[config.mk]
export PLATFORM = sky130hd
export DESIGN_NAME = pre_process_fsl
export DESIGN_NICKNAME = d
export VERILOG_FILES = /design/src/rtl/hcordic_pkg.sv /design/src/rtl/fp_lzc27.sv /design/src/rtl/pre_process_fsl.sv
export SDC_FILE = /design/constraint.sdc
export NUM_CORES = 1
export LEC_CHECK = 0
export ABC_AREA = 1
export BUFFER_PORTS_ARGS = -buffer_cell sky130_fd_sc_hd__buf_4
export CORE_MARGIN = 8
export CORE_UTILIZATION = 60
export DETAILED_ROUTE_END_ITERATION = 6
export GPL_TIMING_DRIVEN = 0
export PLACE_DENSITY = 0.8
export SLEW_MARGIN = 20
export SYNTH_ARGS = -nofsm -noshare
export SYNTH_HDL_FRONTEND = slang
export SYNTH_SLANG_ARGS = --single-unit
export TNS_END_PERCENT = 50
[constraint.sdc]
create_clock -name clock -period 8.27 [get_ports clock]
set_input_delay 1.654 -clock clock [delete_from_list [all_inputs] [get_ports clock]]
set_output_delay 1.654 -clock clock [all_outputs]
set_load 0.02 [all_outputs]
[src/rtl/hcordic_pkg.sv]
// Shared constants for the hyperbolic CORDIC front end:
// opcodes, CORDIC modes, packet field positions and FP constants.
package hcordic_pkg;

    localparam logic [3:0] OPC_SIN_COS    = 4'd0;
    localparam logic [3:0] OPC_SINH_COSH  = 4'd1;
    localparam logic [3:0] OPC_ARCTAN     = 4'd2;
    localparam logic [3:0] OPC_ARCTANH    = 4'd3;
    localparam logic [3:0] OPC_EXPONENT   = 4'd4;
    localparam logic [3:0] OPC_SQR_ROOT   = 4'd5;
    localparam logic [3:0] OPC_DIVISION   = 4'd6;
    localparam logic [3:0] OPC_TAN        = 4'd7;
    localparam logic [3:0] OPC_TANH       = 4'd8;
    localparam logic [3:0] OPC_NAT_LOG    = 4'd9;
    localparam logic [3:0] OPC_HYPOTENUSE = 4'd10;

    localparam logic [1:0] MODE_LINEAR     = 2'd0;
    localparam logic [1:0] MODE_CIRCULAR   = 2'd1;
    localparam logic [1:0] MODE_HYPERBOLIC = 2'd3;
    localparam logic       OP_ROTATION     = 1'b0;
    localparam logic       OP_VECTORING    = 1'b1;

    localparam int PKT_W  = 108;
    localparam int TAG_HI = 107;
    localparam int TAG_LO = 100;
    localparam int OPC_HI = 99;
    localparam int OPC_LO = 96;
    localparam int Z_HI   = 95;
    localparam int Z_LO   = 64;
    localparam int Y_HI   = 63;
    localparam int Y_LO   = 32;
    localparam int X_HI   = 31;
    localparam int X_LO   = 0;

    localparam logic [31:0] FP_ONE  = 32'h3F800000;
    localparam logic [31:0] FP_MONE = 32'hBF800000;
    localparam logic [7:0]  FP_BIAS = 8'd127;

    // Right shift keeping everything shifted out as a sticky bit in bit 0.
    function automatic logic [26:0] shr_sticky(input logic [26:0] v,
                                               input logic [8:0] d);
        logic [26:0] r;
        logic [26:0] lost;
        if (d >= 9'd26) begin
            r = {26'd0, |v};
        end else begin
            r    = v >> d;
            lost = v << (9'd27 - d);
            r[0] = r[0] | (|lost);
        end
        return r;
    endfunction

endpackage

[src/rtl/fp_lzc27.sv]
// Combinational leading-zero counter for a 27-bit significand.
// Returns 27 when the input is all zeros.
module fp_lzc27 (
    input  logic [26:0] din,
    output logic [4:0]  lz
);

    always_comb begin
        lz = 5'd27;
        for (int i = 0; i < 27; i++) begin
            if (din[i]) lz = 5'(26 - i);
        end
    end

endmodule

[src/rtl/pre_process_fsl.sv]
// Computes a+1 and a-1 (IEEE-754 single) for sqrt/log ahead of Fetch_FSL.
// ROUND_NEAREST_EN selects round-to-nearest-even; otherwise truncation.
module pre_process_fsl
    import hcordic_pkg::*;
#(
    parameter logic [3:0] OPC_SQRT   = 4'd5,
    parameter logic [3:0] OPC_NATLOG = 4'd9
) (
    input  logic         clock,
    input  logic         reset,
    input  logic [107:0] InstructionPacket,
    input  logic         InsValid,
    input  logic         stall,
    output logic         Busy,
    output logic [107:0] InstructionPacket_Processed,
    output logic         ProcessInputReady,
    output logic         InvalidOp
);

    typedef enum logic [2:0] {
        S_IDLE, S_ALIGN, S_ADDSUB, S_NORM, S_DONE
    } state_t;

    state_t state_q, state_d;

    logic [7:0]  tag_q;
    logic [3:0]  opc_q;
    logic [31:0] a_q;
    logic [26:0] big_q, small_q, big_d, small_d;
    logic [8:0]  ebig_q, ebig_d;
    logic        lt1_q, lt1_d;
    logic [27:0] sum_q;
    logic [26:0] dif_q;
    logic [31:0] xr_q, yr_q, x_d, y_d;
    logic        inv_q, inv_d;
    logic [107:0] pkt_q;
    logic        pir_q, invop_q;

    logic [3:0]  opc_in;
    logic        accept;
    logic [4:0]  lz;
    logic [8:0]  ea;
    logic [26:0] sn, dn;
    logic [8:0]  se, de;
    logic        dzero, neg;
    logic [30:0] s_mag, d_mag;
    logic        unused_bits;

    assign opc_in = InstructionPacket[OPC_HI:OPC_LO];
    assign accept = (state_q == S_IDLE) && InsValid &&
                    (opc_in == OPC_SQRT || opc_in == OPC_NATLOG);
    assign unused_bits = ^InstructionPacket[Z_HI:Y_LO];

    assign Busy = (state_q != S_IDLE);
    assign InstructionPacket_Processed = pkt_q;
    assign ProcessInputReady = pir_q;
    assign InvalidOp = invop_q;

    // Returns {exp, frac}; m is normalised with bit 26 as the hidden one.
    function automatic logic [30:0] round_pack(input logic [8:0] e,
                                               input logic [26:0] m);
        logic [24:0] mr;
        logic [8:0]  er;
        mr = {1'b0, m[26:3]};
        er = e;
`ifdef ROUND_NEAREST_EN
        if (m[2] & (m[1] | m[0] | m[3])) mr = mr + 25'd1;
        if (mr[24]) begin
            mr = mr >> 1;
            er = er + 9'd1;
        end
`endif
        return {er[7:0], mr[22:0]};
    endfunction

    fp_lzc27 u_lzc (
        .din (dif_q),
        .lz  (lz)
    );

    always_comb begin
        ea      = {1'b0, a_q[30:23]};
        lt1_d   = (ea < {1'b0, FP_BIAS});
        big_d   = {1'b1, a_q[22:0], 3'b000};
        small_d = shr_sticky({1'b1, 26'd0}, ea - {1'b0, FP_BIAS});
        ebig_d  = ea;
        if (lt1_d) begin
            big_d   = {1'b1, 26'd0};
            small_d = shr_sticky({1'b1, a_q[22:0], 3'b000},
                                 {1'b0, FP_BIAS} - ea);
            ebig_d  = {1'b0, FP_BIAS};
        end
    end

    always_comb begin
        neg   = a_q[31];
        sn    = sum_q[27] ? {sum_q[27:2], sum_q[1] | sum_q[0]}
                          : sum_q[26:0];
        se    = ebig_q + {8'd0, sum_q[27]};
        dn    = dif_q << lz;
        de    = ebig_q - {4'd0, lz};
        dzero = (dif_q == 27'd0);
        s_mag = round_pack(se, sn);
        d_mag = dzero ? 31'd0 : round_pack(de, dn);
        // For negative a the roles swap: a+1 = 1-|a|, a-1 = -(|a|+1).
        x_d   = neg ? {~lt1_q & ~dzero, d_mag} : {1'b0, s_mag};
        y_d   = neg ? {1'b1, s_mag} : {lt1_q & ~dzero, d_mag};
        inv_d = neg;
        if (a_q[30:23] == 8'hFF) begin
            x_d   = a_q;
            y_d   = a_q;
            inv_d = 1'b1;
        end else if (a_q[30:23] == 8'h00) begin
            x_d   = FP_ONE;
            y_d   = FP_MONE;
            inv_d = 1'b0;
        end
    end

    always_comb begin
        state_d = state_q;
        unique case (state_q)
            S_IDLE:   if (accept) state_d = S_ALIGN;
            S_ALIGN:  state_d = S_ADDSUB;
            S_ADDSUB: state_d = S_NORM;
            S_NORM:   state_d = S_DONE;
            S_DONE:   if (pir_q && !stall) state_d = S_IDLE;
            default:  state_d = S_IDLE;
        endcase
    end

    always_ff @(posedge clock or negedge reset) begin
        if (!reset) begin
            state_q <= S_IDLE;
            tag_q   <= '0;
            opc_q   <= '0;
            a_q     <= '0;
            big_q   <= '0;
            small_q <= '0;
            ebig_q  <= '0;
            lt1_q   <= 1'b0;
            sum_q   <= '0;
            dif_q   <= '0;
            xr_q    <= '0;
            yr_q    <= '0;
            inv_q   <= 1'b0;
            pkt_q   <= '0;
            pir_q   <= 1'b0;
            invop_q <= 1'b0;
        end else begin
            state_q <= state_d;
            if (accept) begin
                tag_q <= InstructionPacket[TAG_HI:TAG_LO];
                opc_q <= opc_in;
                a_q   <= InstructionPacket[X_HI:X_LO];
            end
            if (state_q == S_ALIGN) begin
                big_q   <= big_d;
                small_q <= small_d;
                ebig_q  <= ebig_d;
                lt1_q   <= lt1_d;
            end
            if (state_q == S_ADDSUB) begin
                sum_q <= {1'b0, big_q} + {1'b0, small_q};
                dif_q <= big_q - small_q;
            end
            if (state_q == S_NORM) begin
                xr_q  <= x_d;
                yr_q  <= y_d;
                inv_q <= inv_d;
            end
            if (state_q == S_DONE && !pir_q) begin
                pkt_q   <= {tag_q, opc_q, 32'h0, yr_q, xr_q};
                pir_q   <= 1'b1;
                invop_q <= inv_q;
            end else if (state_q == S_DONE && !stall) begin
                pir_q <= 1'b0;
            end
        end
    end

endmodule

==> results of run 1 <==
==> worst min-delay path by stage <==
stage | startpoint | to | slack (ps) | cells past startpoint
finish | tag_q[1] | tag_q[1] | 480 | 2
global route | yr_q[26] | yr_q[26] | 510 | 1
CTS | tag_q[1] | tag_q[1] | 480 | 2
detailed placement | tag_q[1] | tag_q[1] | 460 | 2
global placement | tag_q[6] | tag_q[6] | 460 | 2
floorplan | opc_q[0] | opc_q[0] | 430 | 1
==> tightest hold or removal path: cells and delay by family (launching register included) <==
family,cells,cell delay (ps)
simple gates,2,110
flops,1,340
==> synth_stat cells (17+ instances only) <==
cell / n / share of area, %
mux2_2: 76 / 4.5
nand2_1: 542 / 11
nor3_1: 21 / 0.55
o21ai_0: 278 / 7.3
nor2_1: 247 / 4.9
dfrtp_1: 302 / 40
buf_4: 36 / 1.4
a31oi_1: 19 / 0.63
a21oi_1: 164 / 4.3
ha_1: 62 / 4.1
o211ai_1: 17 / 0.67
nand3_1: 173 / 4.6
inv_1: 256 / 5.1
xor2_1: 29 / 1.3
clkbuf_1: 103 / 2.0
==> kinds of logic (layout without fill, tap and decap cells) <==
kind of cell	Yosys count	in the layout	share of synthesized area [%]
fa+ha+maj	64	64	4.30
compound gates	600	600	17.9
buf+inv	433	619	9.46
simple gates	1022	1022	22.1
xor+xnor	34	34	1.57
mux	80	80	4.72
flops	302	302	39.9
other cells	1	33	0.0198
==> metrics by stage <==
stage	std cells	cell area, µm²	utilization, %	hold slack, ps
after floorplan	2567	19100	-	433
after global placement	3095	20500	65.6	457
after detailed placement	3098	20600	65.9	463
after CTS	3155	21700	69.3	478
after global routing	3155	21700	69.3	510
final	3156	21700	69.4	476
==> layout by cell type, fill, tap and decap left out, types with 14 or more instances in the layout <==
| master | count |
|---|---|
| dfrtp_1 | 302 |
| nand2_1 | 542 |
| clkbuf_16 | 34 |
| nor3_1 | 21 |
| o22ai_1 | 14 |
| inv_1 | 256 |
| buf_2 | 14 |
| nand3_1 | 173 |
| conb_1 | 32 |
| o21ai_0 | 278 |
| mux2_2 | 76 |
| clkbuf_1 | 110 |
| ha_1 | 62 |
| buf_4 | 161 |
| o31ai_1 | 16 |
| nor2_1 | 247 |
| xor2_1 | 29 |
| nand4_1 | 16 |
| a31oi_1 | 19 |
| a21oi_1 | 164 |
| o211ai_1 | 17 |
| a22oi_1 | 15 |
==> flip-flops by register name, summed over array words and instances (netlist names), 24 cells and up <==
register,flops
InstructionPacket_Processed,76
a_q,32
xr_q,32
yr_q,32
small_q,27
dif_q,26
sum_q,26
big_q,24
==> layout make-up <==
cell class,count,area [µm²],share of cell area (%)
multi-input combinational,1832,9730,44.8
sequential,302,7560,34.8
timing repair buffer,129,1040,4.77
inverter,264,991,4.56
clock buffer,47,960,4.42
buffer,169,803,3.70
tap,402,503,2.32
clock inverter,10,135,0.622
antenna,1,2.50,0.0115
==> per-layer routing <==
layer	share of wire, %	wire length, µm	up-vias
met5	0.066	45	-
met4	7.4	5100	6
met3	9.2	6340	313
met2	47	32100	1273
met1	37	25000	9077
li1	-	-	8727
==> metrics.yaml, run 1 <==
async_flop_share_pct: 100
maxCapViolCount: 0
clock_path_buffers: 3
cts_made_buffers: 34
port_buffers: 126
post-place-ws_ps: 3870
grt_pass1_wl_mm: 106
r2r_end: "small_q[0]"
cp.depth: 21
clk_latency_ps: 540
rsz0062_at_grt: "false"
ant_nets: 0
synth_enable_flop_cells: 0
boundaryPins: 223
crit_path_end: "small_q[0]"
reg2reg_slack_ps: 3680
viasPerCell: 6.15
cts_setup_buffers: 0
critical_path_buf_inv_count: 5
core_um2: 31300
status: "finished with violations"
cts_max_level: 2
failed_checks: "design-rule violations"
grt_pass1_vias: 18900
grt_start_max_net_pins: 104
drc: 1
overflow: 0
syn_avg_cell_area_um2: 7.48
initial_utilization_pct: 60.6
drtIter0Drc: 2139
cp-start-kind: "register"
reg2reg_from: "a_q[25]"
cpLargestDelayFamily: "buffers and inverters"
synthFlopType: "dfrtp_1"
worst_ep_arrival_time_ps: 4970
drive_gt1_share_pct: 12.6
ys_warn_count: 0
die_x_um: 194
grt_usage_pct: 35.5
use_met2_pct: 59.2
slew_headroom_pct: 33.2
post_cts_resized: 0
clkTransAtPathRegs_ps: 60
crit_type: "reg2reg"
cts_tree: "yes"
vias: 19400
ys_seq_area_share_pct: 39.9
end_kind: "register"
path_cells: "buf_2 -> inv_1 -> clkbuf_1 -> buf_1 -> ha_1 -> a21oi_1 -> xor2_1 -> nand3_1 -> buf_4 -> nor2_1 -> o31ai_1 -> o21ai_1 -> o31ai_1 -> o21ai_1 -> nor2_1 -> nand3_1 -> a22o_1 -> nand2_1 -> nand4_1 -> nand2_1 -> o22ai_1"
worst-path-max-fanout: 11
finalWirelength_mm: 68.6
place.gp.congestion: 1.07
hold_buffers: 0
reg2reg_depth: 21
post-route-period-util_pct: 55.5
row_count: 65
hold_path_class: "reg2reg"
use_met3_pct: 6.98
dieArea_um2: 37600
fmax_ghz: 0.218
die_h_um: 194
clock-root-buffer: "clkbuf_16"
cpPeakStageDelay_ps: 580
maxSlewViolCount: 0
synth-seq-cells: 302
area_growth_pct: 14.5
synth_cells: 2536
busiest_layer: "met2"
fin_crit_ps: 4590
use_met1_pct: 41.3
required_ps: 8660
cts_sinks: 302
wl_per_cell_um: 21.7
startpoint: "a_q[25]"
yosysUniqueCellTypes: 63
slowest_stage: "buf_1"
final_nets: 2908
setup_violations: 0
antenna_found_initial: 4
setup_ws_ps: 3680
hpwl_mm: 53.6
hold_viol: 0
clock_skew_ps: 25.4
tightest_slew_ps: 994
drt_pass1_iterations: 7
tns_ps: 0
synth_area_um2: 19000
fill_cells: 2522
Power of run 1 is not shown: default switching activity piles up to over one toggle a cycle in this logic, so the estimate is an artifact.
==> run 2, diff against run 1 <==
clock period = 4.45 ns   (was 8.27 ns; I/O delays follow)
==> run 2 against run 1 <==
Net effect:
- the run now ends clean
- global-route usage did not move
- sequential share of layout area about the same
- cell area up 0.10%
- largest cell class unchanged
- count of clock-buffer cells in the layout did not move
- register-to-register slack lost 3400 ps
- critical path depth unchanged
- first-iteration DRC count down 9.3%
- worst hold slack worse by 310 ps
- via count is 0.12% higher
- worst setup slack got worse by 3400 ps
==> metrics.yaml, run 2 (synthesized netlist as in run 1, its figures left out) <==
hold_viol: 0
path_cells: "buf_2 -> inv_1 -> clkbuf_2 -> buf_2 -> ha_1 -> a21oi_1 -> xor2_1 -> nand3_1 -> buf_4 -> nor2_1 -> o31ai_1 -> o21ai_1 -> o31ai_1 -> o21ai_1 -> nor2_1 -> nand3_1 -> a22o_1 -> nand2_1 -> nand4_1 -> nand2_1 -> o22ai_1"
antenna_found_initial: 4
dp.cells: 3098
mostFrequentLayoutCell: "nand2_1"
ant_nets: 0
slowest_stage: "dfrtp_1"
reg2reg_from: "a_q[25]"
viasPerCell: 6.15
crit_type: "reg2reg"
final_cell_mix: "542 x nand2_1, 302 x dfrtp_1, 278 x o21ai_0, 255 x inv_1, 247 x nor2_1"
cp-start-kind: "register"
rsz0062_at_grt: "false"
clock_path_buffers: 3
clk_latency_ps: 540
reg2reg_slack_ps: 280
reg2reg_depth: 21
grt_pass1_wl_mm: 106
drtIter0Drc: 1941
core_um2: 31300
slew_headroom_pct: 31.9
overflow: 0
largest_reg_flops: 76
fin_cells: 3157
hold_path_class: "in2async"
die_h_um: 194
holdWs_ps: 168
wl_per_cell_um: 21.7
drive_gt1_share_pct: 12.8
worst-path-max-fanout: 11
grt_pass1_vias: 18900
cpLargestDelayFamily: "buffers and inverters"
required_ps: 4830
hpwl_mm: 53.6
critical_path_buf_inv_count: 5
final_nets: 2909
cts_made_buffers: 34
fin_crit_ps: 4170
post-route-period-util_pct: 93.7
hold_buffers: 0
initial_utilization_pct: 60.6
cp.depth: 21
cts_tree: "yes"
r2r_end: "small_q[0]"
clock_skew_ps: 25.5
worst_ep_arrival_time_ps: 4550
cpPeakStageDelay_ps: 400
fill_cells: 2525
clkTransAtPathRegs_ps: 60
finalWirelength_mm: 68.6
grt_start_max_net_pins: 104
dpl-instance-area_um2: 20600
port_buffers: 126
tns_ps: 0
place.gp.congestion: 1.07
maxCapViolCount: 0
drt_pass1_iterations: 7
setup_violations: 0
clock-root-buffer: "clkbuf_16"
status: "finished, final reports clean"
stdcell_area_um2: 21700
end_kind: "register"
drc: 0
cts_sinks: 302
area_growth_pct: 14.6
boundaryPins: 223
grt_usage_pct: 35.5
row_count: 65
multi_input_area_um2: 9730
dieArea_um2: 37600
fmax_ghz: 0.240
vias: 19400
tightest_slew_ps: 1010
ff_latch_area_um2: 7560
cts_max_level: 2
maxSlewViolCount: 0
die_x_um: 194
run 2: cell types whose count changed in the layout (fill, tap and decap cells not counted), sizes merged:
cell,change
clkbuf,-2
buf,+3
inv,-1
clkinvlp,+1
run 2: worst register-to-register path, cell delays in order, from the launching register on:
cell and delay (ps):
dfrtp_1 400, buf_2 220, inv_1 190, clkbuf_2 260
buf_2 340, ha_1 260, a21oi_1 100, xor2_1 160
nand3_1 310, buf_4 250, nor2_1 70, o31ai_1 210
o21ai_1 170, o31ai_1 220, o21ai_1 90, nor2_1 90
nand3_1 80, a22o_1 260, nand2_1 90, nand4_1 90
nand2_1 90, o22ai_1 70
run 2: what timing repair did:
item                                    in CTS  in global routing
buffers inserted                             0                  3
gates resized for setup                      1                  5
endpoints found under the setup margin       1                  4
pin swaps                                    0                  0
run 2: stage by stage:
step	util, %	setup slack, ps
after floorplan	-	1150
after global placement	65.6	-50.6
after detailed placement	65.9	47.8
after CTS	69.4	55.2
after global routing	69.4	91.1
final	69.4	279
run 2: cell type report:
type                    instances  area share, %
repair buffers                132           4.87
well taps                     402           2.31
flip-flops and latches        302           34.8
clock buffers                  47           4.41
diodes                          1         0.0115
multi-input cells            1832           44.8
inverters                     264           4.58
plain buffers                 167           3.68
clock inverters                10          0.622
run 2: worst max-delay path by stage:
stage | start | endpoint
2_1_floorplan | a_q[26] | small_q[0]
3_3_place_gp | reset | tag_q[1]
3_5_place_dp | a_q[25] | small_q[0]
4_1_cts | a_q[26] | small_q[0]
5_1_grt | a_q[25] | small_q[0]
6_report | a_q[25] | small_q[0]
run 2: per-layer routing:
| layer | vias up | wire length, µm | GRT usage, % |
|---|---|---|---|
| met3 | 318 | 6170 | 6.98 |
| met1 | 9147 | 25300 | 41.3 |
| li1 | 8725 | - | - |
| met5 | - | 46 | 0 |
| met4 | 6 | 5150 | 23.4 |
| met2 | 1224 | 31900 | 59.2 |
Power of run 2 is left out for the same reason.
